File: src/rtl/boundary_scan_register.sv
// boundary_scan_register: WIDTH-cell IEEE 1149.1-style boundary-scan register
// with capture/shift/update, a Mode mux per pin, and a saturating shift counter.
// Optional build macro BSR_UPDATE_NEGEDGE_EN moves the update-register load to
// the TCK negedge, so it picks up the value left by the preceding shift posedge.

// One boundary-scan cell: capture/shift flop plus its update flop.
module bsr_cell (
  input  logic TCK,
  input  logic TRST_n,
  input  logic capture,
  input  logic shift,
  input  logic update,
  input  logic sys_in,
  input  logic scan_in,
  output logic scan_q,
  output logic upd_q
);

  // Capture has priority over shift; otherwise the cell holds.
  always_ff @(posedge TCK or negedge TRST_n) begin
    if (!TRST_n)      scan_q <= 1'b0;
    else if (capture) scan_q <= sys_in;
    else if (shift)   scan_q <= scan_in;
  end

`ifdef BSR_UPDATE_NEGEDGE_EN
  // Update on the falling edge: sees the scan value settled after the last posedge.
  always_ff @(negedge TCK or negedge TRST_n) begin
    if (!TRST_n)     upd_q <= 1'b0;
    else if (update) upd_q <= scan_q;
  end
`else
  // Update on the rising edge: sees the scan value before any same-edge shift.
  always_ff @(posedge TCK or negedge TRST_n) begin
    if (!TRST_n)     upd_q <= 1'b0;
    else if (update) upd_q <= scan_q;
  end
`endif

endmodule

module boundary_scan_register #(
  parameter int WIDTH = 8,
  parameter int CNT_W = $clog2(WIDTH+1)
) (
  input  logic             TCK,
  input  logic             TRST_n,
  input  logic             TDI,
  output logic             TDO,
  input  logic [WIDTH-1:0] sys_pin,
  output logic [WIDTH-1:0] module_pin,
  input  logic             CaptureDR,
  input  logic             ShiftDR,
  input  logic             UpdateDR,
  input  logic             Mode,
  output logic [CNT_W-1:0] shift_cnt,
  output logic             pattern_loaded
);

  localparam logic [CNT_W-1:0] CNT_MAX = CNT_W'(WIDTH);

  logic [WIDTH-1:0] shift_reg;
  logic [WIDTH-1:0] update_reg;
  logic [WIDTH-1:0] scan_in;

  // TDI enters the top cell; data moves toward bit 0 and out on TDO.
  assign scan_in = {TDI, shift_reg[WIDTH-1:1]};

  bsr_cell u_cell [WIDTH-1:0] (
    .TCK     (TCK),
    .TRST_n  (TRST_n),
    .capture (CaptureDR),
    .shift   (ShiftDR),
    .update  (UpdateDR),
    .sys_in  (sys_pin),
    .scan_in (scan_in),
    .scan_q  (shift_reg),
    .upd_q   (update_reg)
  );

  // Shift counter: cleared by capture, counts shifts, saturates at WIDTH.
  always_ff @(posedge TCK or negedge TRST_n) begin
    if (!TRST_n)                            shift_cnt <= '0;
    else if (CaptureDR)                     shift_cnt <= '0;
    else if (ShiftDR && shift_cnt != CNT_MAX) shift_cnt <= shift_cnt + 1'b1;
  end

  assign TDO            = shift_reg[0];
  assign pattern_loaded = (shift_cnt == CNT_MAX);
  assign module_pin     = Mode ? update_reg : sys_pin;

endmodule
File: config.mk
export PLATFORM = sky130hd
export DESIGN_NAME = boundary_scan_register
export DESIGN_NICKNAME = d
export VERILOG_FILES = /design/src/rtl/boundary_scan_register.sv
export SDC_FILE = /design/constraint.sdc
export NUM_CORES = 1
export LEC_CHECK = 0
export ABC_CLOCK_PERIOD_IN_PS = 1600
export BUFFER_PORTS_ARGS = -buffer_cell sky130_fd_sc_hd__buf_4
export CORE_MARGIN = 5
export CORE_UTILIZATION = 50
export DETAILED_ROUTE_END_ITERATION = 6
export PLACE_DENSITY = 0.89
export SLEW_MARGIN = 15
export SYNTH_ARGS = -nofsm -noshare
export SYNTH_HDL_FRONTEND = slang
export SYNTH_SLANG_ARGS = --single-unit
File: constraint.sdc
create_clock -name TCK -period 1.6 [get_ports TCK]
set_input_delay 0.32 -clock TCK [delete_from_list [all_inputs] [get_ports TCK]]
set_output_delay 0.32 -clock TCK [all_outputs]
set_load 0.005 [all_outputs]
== Word level (Yosys, flattened, before mapping) ==
Cells that the tools add are included.

* Register bits after elaboration: 20
* Bits in latches: 0
* RAM bits: 0
* ROM bits: 0
* Output and inout port bits: 14
* Logic and storage cells: 42
* Memories kept: 0

* $add $sub $neg: 1
* $mul: 0
* Divide/modulo/power cells: 0
* $lt $le $gt $ge: 0
* Eq/ne operators: 2
* Shifts and indexed selects: 0
* Mux-type cells: 19
* Bitwise gates (word level): 0
* Reduce and logical (&&, ||, !) cells: 3

{| class="wikitable"
|+ Operators with widths
! operator !! count
|-
| $mux W1 || 16
|-
| $mux W4 || 2
|-
| $mux W8 || 1
|-
| $add A4 B1 Y4 const B || 1
|-
| $eq A4 B4 Y1 const B || 1
|-
| $ne A4 B4 Y1 const B || 1
|-
| $reduce_bool A2 Y1 || 2
|-
| $logic_and A1 B1 Y1 || 1
|}

== Depth between registers and ports, before layout ==
* Word-level depth: 4
* Depth in mapped cells: 5
* Gate-level depth less buffers: 5

== Cells and area by module ==
From an unflattened synthesis, not the netlist that was laid out.

* Cells, all modules: 81
* Area total of the unflattened synthesis: 998.5 um^2

{| class="wikitable"
|+ By module, submodules not included
! module !! instances !! cells an instance !! area an instance (um^2) !! sequential area each (um^2)
|-
| bsr_cell || 8 || 6 || 83.8 || 50.0
|-
| boundary_scan_register || 1 || 33 || 327.8 || 100.1
|}

== Worst setup path after synthesis ==
No wires, ideal clock.

* Path type: register -> register
* From: register shift_cnt[0]
* To: register shift_cnt[0]
* Arrival: 1180 ps
* Data required time: 1475 ps
* Path slack: 295 ps
* Stages on the path, launching flop included: 6
* Path buffers: 0
* Cells stage by stage: dfrtp_1 > inv_1 > ha_1 > nand2_2 > o21a_4 > mux2_4

* Word-level cells in the longest chain between the ends: 3

{| class="wikitable"
|+ RTL lines
! item !! RTL line !! RTL
|-
| start, declared || 56 || <nowiki>output logic [CNT_W-1:0] shift_cnt,</nowiki>
|-
| start signal, assigned || 85 || <nowiki>else if (ShiftDR && shift_cnt != CNT_MAX) shift_cnt <= shift_cnt + 1'b1;</nowiki>
|-
| $add A4 B1 Y4 or $ne A4 B4 Y1 (tied branches) || 85 ||
|-
| $mux W4 or $logic_and A1 B1 Y1 (tied branches) || 85 ||
|-
| $mux W4 or $reduce_bool A2 Y1 (tied branches) || -- ||
|}

Several ways; a longest one is shown, not always the timed one. The select of a mux whose other input is x is not followed.
A chain may end at the register's enable or synchronous reset.

== Worst setup path in the final report ==
* From: register shift_cnt[1]
* To: output pattern_loaded

* Word-level cells in the longest chain between the ends: 1

{| class="wikitable"
|+ RTL lines
! item !! RTL line !! RTL
|-
| $eq A4 B4 Y1 || 89 || <nowiki>assign pattern_loaded = (shift_cnt == CNT_MAX);</nowiki>
|-
| end, declared || 57 || <nowiki>output logic pattern_loaded</nowiki>
|}

Every way passes these cells.

==> key figures <==
Timing
  • Slew HR: between 80 and 90%
  • Final critical-path required period: 1530 ps
  • Final Max Tran Viols: 0
  • Worst-margin pin slew: 263 ps
  • Setup Viol. Count Final: 0
  • Setup TNS: 0 ps
  • Layout Skew: ~14 ps
  • Fmax: roughly 650 MHz
  • Hold Fails Final Rpt: 0
  • Hold_ws: 217 ps
  • Tcrit/Tclk final: 95.6%

Critical path
  • CP cell instances: inv_2 > ha_4 > nand2_4 > nor2_1 > buf_4
  • R2R Path End: shift_cnt[0]
  • Bufs and invs on worst path: 2
  • Crit Path Max Fanout: 4
  • Cells on worst reg2reg path: 5
  • Critical path data required time: around 1300 ps
  • Worst setup SP type: flip-flop
  • CP max stage delay: between 400 and 500 ps
  • Critical Path Sink Type: primary output
  • Number of cells on the critical path: 5
  • RR Startpoint: shift_cnt[1]
  • Max stage delay cell, worst path: dfrtp_2
  • Top delay family on crit path: flip-flops
  • Critical path endpoint: pattern_loaded
  • Setup CP Type: reg -> out
  • FF-to-FF setup slack: 300 ps
  • CP arrival: 1210 ps
  • Crit. Startpoint: shift_cnt[1]

Power
  • Leak: 0.642 nW
  • PD cells: 961 nW/um^2
  • Total power: 1.27 mW
  • Peak supply drop: 0.749 mV

Floorplanning
  • Core box area: 1940 sq um
  • IO Pins: 29
  • Row count: 16
  • Effective utilization at floorplan: about half
  • Vert. Die Dim: 54.7 um
  • Die area: 2990 sq um
  • Die Wd: 54.7 um

Final layout
  • Final net count: 134
  • Fill cells: between 150 and 200
  • Ratio of cells with drive above 1 in the final layout: 50.0%
  • Ant. Diodes: 0
  • Finished Core Util: 68.0%
  • Area Overhead vs Synth: 32.3%
  • Register area: 502 sq um
  • Layout Cells excl Fill: 143
  • Multi-input logic area: 483 sq um

Clocking
  • CTS H-tree lvls: 1
  • CTS clk-pin slew, worst paths: 130 ps
  • CTS root buf: clkbuf_4
  • Clk Latency, worst-skew pair: between 300 and 400 ps
  • CTS Buffer Depth: 2
  • Clk sinks: 20
  • TritonCTS buffer count: 3
  • CTS tree: built

Global route
  • Vias in the first global route: between 700 and 800
  • First-pass GRT wire length: ~3500 um
  • Largest net degree at the start of global routing: 23
  • Grt total ovfl: 0
  • Initial antenna violation count: 0
  • All-Layer GR Usage: 16.8%

Yosys
  • Syn Nets: 102
  • Most used flip-flop cell after synthesis: dfrtp_1
  • Post-synth top area cell: dfrtp_1
  • Synth Instances: 85
  • Mean Syn Cell Area: 11.7 sq um
  • Post-synthesis sequential area ratio: 50.1%
  • Post-synth EDFFs: 0
  • Largest cells by area after synthesis: dfrtp_1 50%, mux2_2 18%, mux2i_1 9.0%
  • Distinct cells, synth: 19
  • Ys Warns: 0
  • Async set-reset flop share out of synthesis: 100%
  • Synth Register Bits: 20
  • Share of the synthesized area in the top cell type: 50.1%
  • Post-Syn Area: 998 sq um

Placed design
  • Port-buffer cells: 28
  • Final HPWL DP: 1580 um
  • Cells after DPL: 135
  • Routability cong.: between 0.7 and 0.8

Routing
  • Drt first-iter violations: 5
  • Residual DRC: 0
  • Drt wl/cell: 15.3 um
  • DR vias: 729
  • Detailed Routing Iterations Pass 1: 4
  • Avg Vias per Cell: 5.10
  • Final wirelength: approximately 2200 um
  • Final ANT Viol Nets: 0

Job
  • # Max-Cap Violations: 0

Outcome
  • Status: finished, final reports clean

Worst hold path
  • Hold-critical path depth: 3
  • Hold crit path type: in -> reg
-- worst reg2reg max path, delay by kind of cell, from the launching register on --
family	cells	cell delay, ps
compound gates	1	210
mux	1	290
flops	1	440
buf+inv	1	70
fa+ha+maj	1	130
simple gates	1	50
-- power by group --
part	switching, mW	internal, mW
sequential	0.0390	0.561
clock	0.164	0.253
combinational	0.0999	0.152
-- cell families after synthesis --
| kind of cell | count (synthesis) | share of synthesized area, % |
|---|---|---|
| muxes | 26 | 28.6 |
| buffers and inverters | 7 | 3.26 |
| AOI/OAI and AO/OA | 10 | 6.01 |
| DFF | 20 | 50.1 |
| and+or+nand+nor | 19 | 8.65 |
| adders and majority gates | 2 | 2.51 |
| xor gates and xnor gates | 1 | 0.877 |
-- cell usage after synthesis (2+ instances only) --
| cell | instances |
|---|---|
| mux2i_1 | 9 |
| nand2b_1 | 2 |
| dfrtp_1 | 20 |
| inv_1 | 2 |
| nor2_1 | 4 |
| clkbuf_1 | 2 |
| ha_1 | 2 |
| buf_2 | 2 |
| mux2_2 | 16 |
| nand2_1 | 10 |
| o21ai_0 | 8 |
-- how the worst min path moves through the flow --
stage                     slack, ps        from               end
after global placement          210      TRST_n      shift_cnt[2]
after floorplan                  20      TRST_n      shift_cnt[0]
after detailed placement        210      TRST_n      shift_cnt[0]
final                           220  sys_pin[4]  u_cell[4].scan_q
after global routing            200  sys_pin[5]  u_cell[5].scan_q
after CTS                       220  sys_pin[5]  u_cell[5].scan_q
-- metrics by stage --
stage	setup slack, ps	instance area [sq um]
after floorplan	295	998
after global placement	299	1220
after detailed placement	235	1220
after CTS	28.4	1290
after global routing	-13.7	1320
final	70.7	1320
-- layer usage --
metal / GRT usage [%] / routed length [um] / vias up
met2: 28.0 / 1110 / 22
met4: 8.71 / 30 / 0
li1: - / - / 352
met1: 19.8 / 922 / 350
met3: 4.09 / 125 / 5
met5: 0 / 0 / -
-- what timing repair did --
item / CTS / global route
hold buffers: 1 / 0
hold endpoints to repair: 20 / 0
pin swaps: 0 / 1
gates resized for setup: 0 / 6
setup buffers: 1 / 2
endpoints found under the setup margin: 1 / 1
-- flip-flops by register name (all words and copies together) (netlist names) --
register / flops
u_cell.scan_q: 8
u_cell.upd_q: 8
shift_cnt: 4
-- layout make-up --
type	count	area share [%]
Clock buffer	3	1.70
Clock inverter	1	2.27
Inverter	2	0.568
Multi-Input combinational cell	58	36.6
Sequential cell	20	38.0
Tap cell	27	2.56
Timing Repair Buffer	32	18.4
-- cells in the final DEF, fill, tap and decap left out, drive strengths merged --
cell / n
mux2i: 9
nand2: 11
xor2: 1
nand2b: 2
nor2: 4
a21oi: 1
or3b: 1
dlygate4sd3: 1
o21a: 1
buf: 31
nand4: 1
bufinv: 1
inv: 2
clkbuf: 3
o21ai: 8
ha: 2
dfrtp: 20
mux2: 17
(Power assumes the default switching activity.)
